**config.mk**
```make
export PLATFORM = sky130hd
export DESIGN_NAME = data_memory_responder_flat
export DESIGN_NICKNAME = d
export VERILOG_FILES = /design/src/rtl/data_memory_responder_if.sv /design/src/rtl/data_memory_responder.sv /design/src/flat_wrapper.sv
export SDC_FILE = /design/constraint.sdc
export NUM_CORES = 2
export LEC_CHECK = 0
export CAP_MARGIN = 20
export CORE_MARGIN = 5
export CORE_UTILIZATION = 62
export CTS_CLUSTER_DIAMETER = 40
export DETAILED_ROUTE_END_ITERATION = 8
export PLACE_DENSITY = 0.77
export SETUP_SLACK_MARGIN = 0.2
export SYNTH_ARGS = -nofsm -noshare
export SYNTH_HDL_FRONTEND = slang
export SYNTH_SLANG_ARGS = --single-unit
```
**constraint.sdc**
```tcl
create_clock -name clock -period 4.5 [get_ports clock]
set_input_delay 0.675 -clock clock [delete_from_list [all_inputs] [get_ports clock]]
set_output_delay 0.675 -clock clock [all_outputs]
set_load 0.01 [all_outputs]
```
**src/rtl/data_memory_responder_if.sv**
```systemverilog
// data_memory_responder_if: request/response bus between a requester and the data memory responder.
interface data_memory_responder_if;
    logic        request_valid;
    logic        request_ready;
    logic        memory_write;
    logic [31:0] address;
    logic [31:0] write_data;
    logic        response_valid;
    logic [31:0] read_data;
    logic        address_error;
    modport master (
        output request_valid, memory_write, address, write_data,
        input  request_ready, response_valid, read_data, address_error
    );
    modport slave (
        input  request_valid, memory_write, address, write_data,
        output request_ready, response_valid, read_data, address_error
    );
endinterface

```
**src/rtl/data_memory_responder.sv**
```systemverilog
// data_memory_responder: word-addressed data memory answering each request after a fixed latency.
module data_memory_responder #(
    parameter int DEPTH_WORDS = 64,
    parameter int LATENCY     = 2
) (
    input logic                     clock,
    input logic                     reset,
    data_memory_responder_if.slave  bus
);
    localparam int AW = $clog2(DEPTH_WORDS);
    typedef enum logic [1:0] {IDLE, WAIT, RESPOND} state_t;
    state_t          state_q, state_d;
    logic [3:0]      count_q, count_d;
    logic            write_q, write_d;
    logic            err_q, err_d;
    logic [AW-1:0]   index_q, index_d;
    logic [31:0]     mem [DEPTH_WORDS];
    logic            accept;
    logic            req_err;
    logic            mem_we;
    always_comb begin
        accept  = bus.request_valid && state_q == IDLE && !reset;
        req_err = (bus.address[1:0] != 2'b00) || (bus.address[31:AW+2] != '0);
        mem_we  = accept && bus.memory_write && !req_err;
        state_d = state_q;
        count_d = count_q;
        write_d = write_q;
        err_d   = err_q;
        index_d = index_q;
        if (accept) begin
            state_d = LATENCY == 1 ? RESPOND : WAIT;
            count_d = 4'(LATENCY - 1);
            write_d = bus.memory_write;
            err_d   = req_err;
            index_d = bus.address[AW+1:2];
        end else if (state_q == WAIT) begin
            count_d = count_q - 4'd1;
            state_d = count_q == 4'd1 ? RESPOND : WAIT;
        end else if (state_q == RESPOND) begin
            state_d = IDLE;
        end
    end
    always_ff @(posedge clock) begin
        if (reset) begin
            state_q <= IDLE;
            count_q <= '0;
            write_q <= 1'b0;
            err_q   <= 1'b0;
            index_q <= '0;
        end else begin
            state_q <= state_d;
            count_q <= count_d;
            write_q <= write_d;
            err_q   <= err_d;
            index_q <= index_d;
        end
    end
    // Memory is never reset; stores commit on the accept edge so a following load sees them.
    always_ff @(posedge clock) begin
        if (mem_we) mem[bus.address[AW+1:2]] <= bus.write_data;
    end
    assign bus.request_ready  = state_q == IDLE;
    assign bus.response_valid = state_q == RESPOND;
    assign bus.read_data      = (state_q == RESPOND && !write_q && !err_q) ? mem[index_q] : '0;
    assign bus.address_error  = state_q == RESPOND && err_q;
endmodule
```
**src/flat_wrapper.sv**
```systemverilog
// flat-port wrapper written by rule: the top's interface ports become plain ports
module data_memory_responder_flat 
#(
    parameter int DEPTH_WORDS = 64,
    parameter int LATENCY     = 2
)
  (clock, reset, bus_request_valid, bus_memory_write, bus_address, bus_write_data, bus_request_ready, bus_response_valid, bus_read_data, bus_address_error);
  data_memory_responder_if bus_i ();
  input logic clock;
  input logic reset;
  input wire logic [$bits(bus_i.request_valid)-1:0] bus_request_valid;
  input wire logic [$bits(bus_i.memory_write)-1:0] bus_memory_write;
  input wire logic [$bits(bus_i.address)-1:0] bus_address;
  input wire logic [$bits(bus_i.write_data)-1:0] bus_write_data;
  output wire logic [$bits(bus_i.request_ready)-1:0] bus_request_ready;
  output wire logic [$bits(bus_i.response_valid)-1:0] bus_response_valid;
  output wire logic [$bits(bus_i.read_data)-1:0] bus_read_data;
  output wire logic [$bits(bus_i.address_error)-1:0] bus_address_error;
  assign bus_i.request_valid = bus_request_valid;
  assign bus_i.memory_write = bus_memory_write;
  assign bus_i.address = bus_address;
  assign bus_i.write_data = bus_write_data;
  assign bus_request_ready = bus_i.request_ready;
  assign bus_response_valid = bus_i.response_valid;
  assign bus_read_data = bus_i.read_data;
  assign bus_address_error = bus_i.address_error;
  data_memory_responder #(.DEPTH_WORDS(DEPTH_WORDS), .LATENCY(LATENCY)) u_core (.clock(clock), .reset(reset), .bus(bus_i));
endmodule
```
# Yosys cells after proc, flatten, opt, wreduce, memory -nomap -nowiden
# Memories as Yosys holds them, arrays and structs flattened. A register that Yosys moved wholly into a read port is not among the register bits.
# Cells that the tools add are included.
[word_totals] reg_bits=14 mem_bits_rw=2048 in_bits=68 out_inout_bits=35 wordCells=42 n_memories=1
[classes] addsub=1 n_eq_ne=3 muxes=11 reduce_logical=19
[memory_table] name="u_core.mem" words=64 width=32 rd=1 rd_clocked_by_memory_dff=1 wr=1 line="data_memory_responder.sv:17" text="logic [31:0] mem [DEPTH_WORDS];"
[ops] op="$mux W32" count=1
[ops] op="$reduce_bool A24 Y1" count=1
[ops] op="$mux W6" count=2
[ops] op="$logic_and A1 B1 Y1" count=7
[ops] op="$mux W2" count=3
[ops] op="$reduce_bool A2 Y1" count=3
[ops] op="$mux W1" count=5
[ops] op="$eq A4 B1 Y1 const B" count=1
[ops] op="$logic_not A1 Y1" count=4
[ops] op="$sub A4 B1 Y4 const B" count=1
[ops] op="$reduce_bool A3 Y1" count=1
[ops] op="$eq A2 B1 Y1 const B" count=1
[ops] op="$eq A2 B2 Y1 const B" count=1
[ops] op="$logic_not A2 Y1" count=1
[ops] op="$reduce_or A2 Y1" count=1
[ops] op="$logic_or A1 B1 Y1" count=1

# Logic depth before layout (Yosys ltp)
[logic_depth] depth_word=7 mapped_depth=9 ltp_nobuf=7

# Worst setup path before layout
# Ideal clock, no wire load.
[synth_path] path_type="input port to flip-flop" from="in bus_request_valid" to="mem u_core.mem[63][0], enable pin" setup_ns=0.421 arrival_ns=3.300 t_required_ns=4.079 path_slack_ns=0.779 stages=6 n_path_buf=1 cell_sequence="and2_1 > clkbuf_1 > nand3b_1 > nor4_1 > nand3_1 > nor2_1"
[synth_via] elab_chain_len=6
[synth_lines] element="start, declared" line="flat_wrapper.sv:11" text="input wire logic [$bits(bus_i.request_valid)-1:0] bus_request_valid;"
[synth_lines] element="$logic_and A1 B1 Y1 (2 in series)" line="data_memory_responder.sv:22" text="accept = bus.request_valid && state_q == IDLE && !reset;"
[synth_lines] element="$logic_and A1 B1 Y1 (2 in series)" line="data_memory_responder.sv:24" text="mem_we = accept && bus.memory_write && !req_err;"
[synth_lines] element="$mux W1" line="data_memory_responder.sv:60" text="if (mem_we) mem[bus.address[AW+1:2]] <= bus.write_data;"
[synth_lines] element="$mux W1 (not written as such)" line="data_memory_responder.sv:60"
[synth_lines] element="end, declared" line="data_memory_responder.sv:17"
# No other way between the ends.

==> results.md <==
- Final #Nets: 4034
- Most frequent cell after synthesis: edfxtp_1
- Pin slew with the least headroom to its limit: 1.148 ns
- Final HPWL DP: 116000 µm
- P_leak: 29.51 nW
- Crit-path slowest cell: mux4_2
- Syn avg cell area: 23.14 µm²
- Cells after synthesis: 3423
- Failing checks: design-rule violations
- Max VDD drop: 464.6 µV
- Max-cap viol count: 0
- Initial Util: 62.26%
- Final setup vio count: 0
- Clk Latency, worst-skew pair: 0.85 ns
- Fin Setup TNS: 0 ns
- Number of fillers in the final layout: 6398
- Vias in the first global route: 43180
- Worst hold path class: input port to flip-flop
- WP data arrival: 3.73 ns
- Antenna violations before repair: 22
- Seq cells post-synth: 2068
- Yosys cell types: 49
- Synthesized net count: 3496
- Max-Slew Margin vs Limit: 23.46%
- Asr flop ratio synth: 0%
- Crit-path max FO: 10
- Crit Path Class: flip-flop to output port
- Clock skew: 0.04114 ns
- Cts bufs inserted: 211
- Synth Flop Type: edfxtp_1
- Fin util: 74.54%
- CP cell instances: buf_4, buf_12, buf_4, buf_16, mux4_2, mux4_2, o21ai_2, buf_6, nor2_1, dlygate4sd2_1
- Chip Height: 367.4 µm
- Largest stage delay, worst path: 0.54 ns
- Yosys warning total: 0
- Antenna-violating nets left: 0
- PD cells: 440.9 nW/µm²
- Root Buffer: clkbuf_16
- Tot GR Track Use: 34.82%
- Area post-placement: 84260 µm²
- Fmax: 226.8 MHz
- Worst min-delay path startpoint: bus_write_data[5]
- Final Hold Vio Count: 0
- Status: finished, violations left
- Worst-path clk slew: 0.07 ns
- H-tree Lvls: 4
- Top Ports: 103
- Crit path time final: 4.408 ns
- P&R area growth vs syn: 19.71%
- Finished Cell Area: 94810 µm²
- Synth top area cells: edfxtp_1, mux4_2, mux2i_1
- Largest net degree at the start of global routing: 65
- Post-synthesis cell area: 79190 µm²
- Clock Tree Buf Depth: 3
- Rows: 131
- Die X: 367.4 µm
- Post-synth EDFFs: 2048
- First-pass GRT wire length: 325800 µm
- Hold WS: 0.1384 ns
- Worst Setup Start Kind: flip-flop
- Port Buf Inserts: 102
- # clock sinks: 2068
- Crit path capture type: output port
- Final worst path period share: 97.97%
- Setup slack after layout: 0.09151 ns
- Grt ovf: 0
- Hold buffer count at CTS: 0
- Seq/Total Area, Yosys: 78.16%
- Worst path top cell family by delay: buffers and inverters
- First-pass DRT Iterations: 8
- Via Count: 43050
- Worst Path Buf+Inv: 6
- Final wirelength: 239500 µm
- 1st-iter DRT viols: 7857
- Top cell type's share of synthesized area: 77.66%
- Area of the core: 127200 µm²
- Largest area contributor in the netlist: edfxtp_1
- WP data required: 3.83 ns
- Routability congestion estimate: 0.8315
- DIE AREA: 135000 µm²
- Leading cell types by count after synthesis: edfxtp_1, mux4_2, mux2i_1
- CTS tree: done
- Post-placement setup slack: 0.03343 ns
- Drt wl/cell: 41.24 µm
- RR Startpoint: u_core.state_q[1]
- Final Slew Violations: 0
- RSZ-0062 raised after global routing: yes
- Share of cells above drive strength 1: 36.93%
- Via density: 7.413
- Post-route DRC: 2
-- flip-flops by register name, summed over array words and instances, names as in the netlist, named ones only --
register and cells:
u_core.err_q 1, u_core.state_q 2, u_core.index_q 6, u_core.write_q 1, u_core.mem 2048, u_core.count_q 4
-- report_power, final --
part           total (mW)  internal, mW  switching (mW)  leakage (nW)
logic                2.65          1.18            1.46          7.46
registers            21.2          21.2          0.0300          18.6
clock network        18.0          10.3            7.71          3.49
-- what timing repair did --
item,in CTS,in global routing
hold endpoints to repair,0,0
buffers inserted,87,40
gates resized for setup,205,91
gates cloned,20,3
pin swaps,28,28
setup endpoints to repair,32,28
-- worst register-to-register path, cell delays in order, from the launching register on --
cell      delay (ns)
dfxtp_1         0.33
inv_1           0.09
ha_1            0.20
and2_1          0.30
nand3b_1        0.18
nor4_1          0.30
buf_4           0.19
nand2_1         0.51
nor2_4          0.87
buf_12          0.27
-- through the flow --
stage	instances	power (mW)
floorplan	3423	22.81
global placement	5233	23.57
detailed placement	5233	23.65
CTS	5730	41.47
global route	5806	42.85
finish	5808	41.80
-- path summary, 6_finish.rpt --
kind	endpoint	slack [ns]	cells after the start
worst max-delay path	bus_read_data[31]	0.09	10
worst min-delay path	u_core.mem[42][5]	0.14	1
worst max register to register	u_core.mem[61][29]	0.95	9
worst min register to register	flip-flop	0.46	2
-- logic make-up (layout without fill, tap and decap cells) --
family / count (synthesis) / after routing / share of synthesized area, %
other cells: 0 / 8 / 0
mux: 678 / 678 / 17.09
buf+inv: 192 / 907 / 1.302
flops: 2068 / 2068 / 78.16
fa+ha+maj: 5 / 5 / 0.07900
simple gates: 272 / 272 / 1.608
compound gates: 205 / 205 / 1.728
xor+xnor: 3 / 3 / 0.03318
-- cell type report --
type / count / area (µm²) / area share, %
flip-flops and latches: 2068 / 61920 / 65.31
multi-input cells: 1163 / 17470 / 18.42
repair buffers: 511 / 6190 / 6.529
clock buffers: 237 / 5419 / 5.716
well taps: 1662 / 2079 / 2.193
clock inverters: 153 / 1690 / 1.783
inverters: 6 / 22.52 / 0.02376
diodes: 8 / 20.02 / 0.02112
-- layer usage --
metal | part of all wire, % | global-route usage (%) | vias up
met4 | 6.1 | 17.90 | 10
met3 | 14 | 10.82 | 877
met2 | 48 | 54.71 | 4335
li1 | - | - | 15760
met1 | 31 | 44.69 | 22070
met5 | 0.026 | 0 | -
-- cells in the final DEF (no fill, tap or decap), types with 31 or more instances in the layout --
cell type and instances:
a21oi_1 31, a22oi_1 37, buf_12 112, buf_2 34
buf_4 230, clkbuf_16 215, clkdlybuf4s50_1 38, clkinv_1 35
clkinv_2 41, edfxtp_1 2048, mux2i_1 106, mux4_2 537
nand2_1 53, nor2_1 39, nor2_4 65
(Power assumes the default switching activity.)
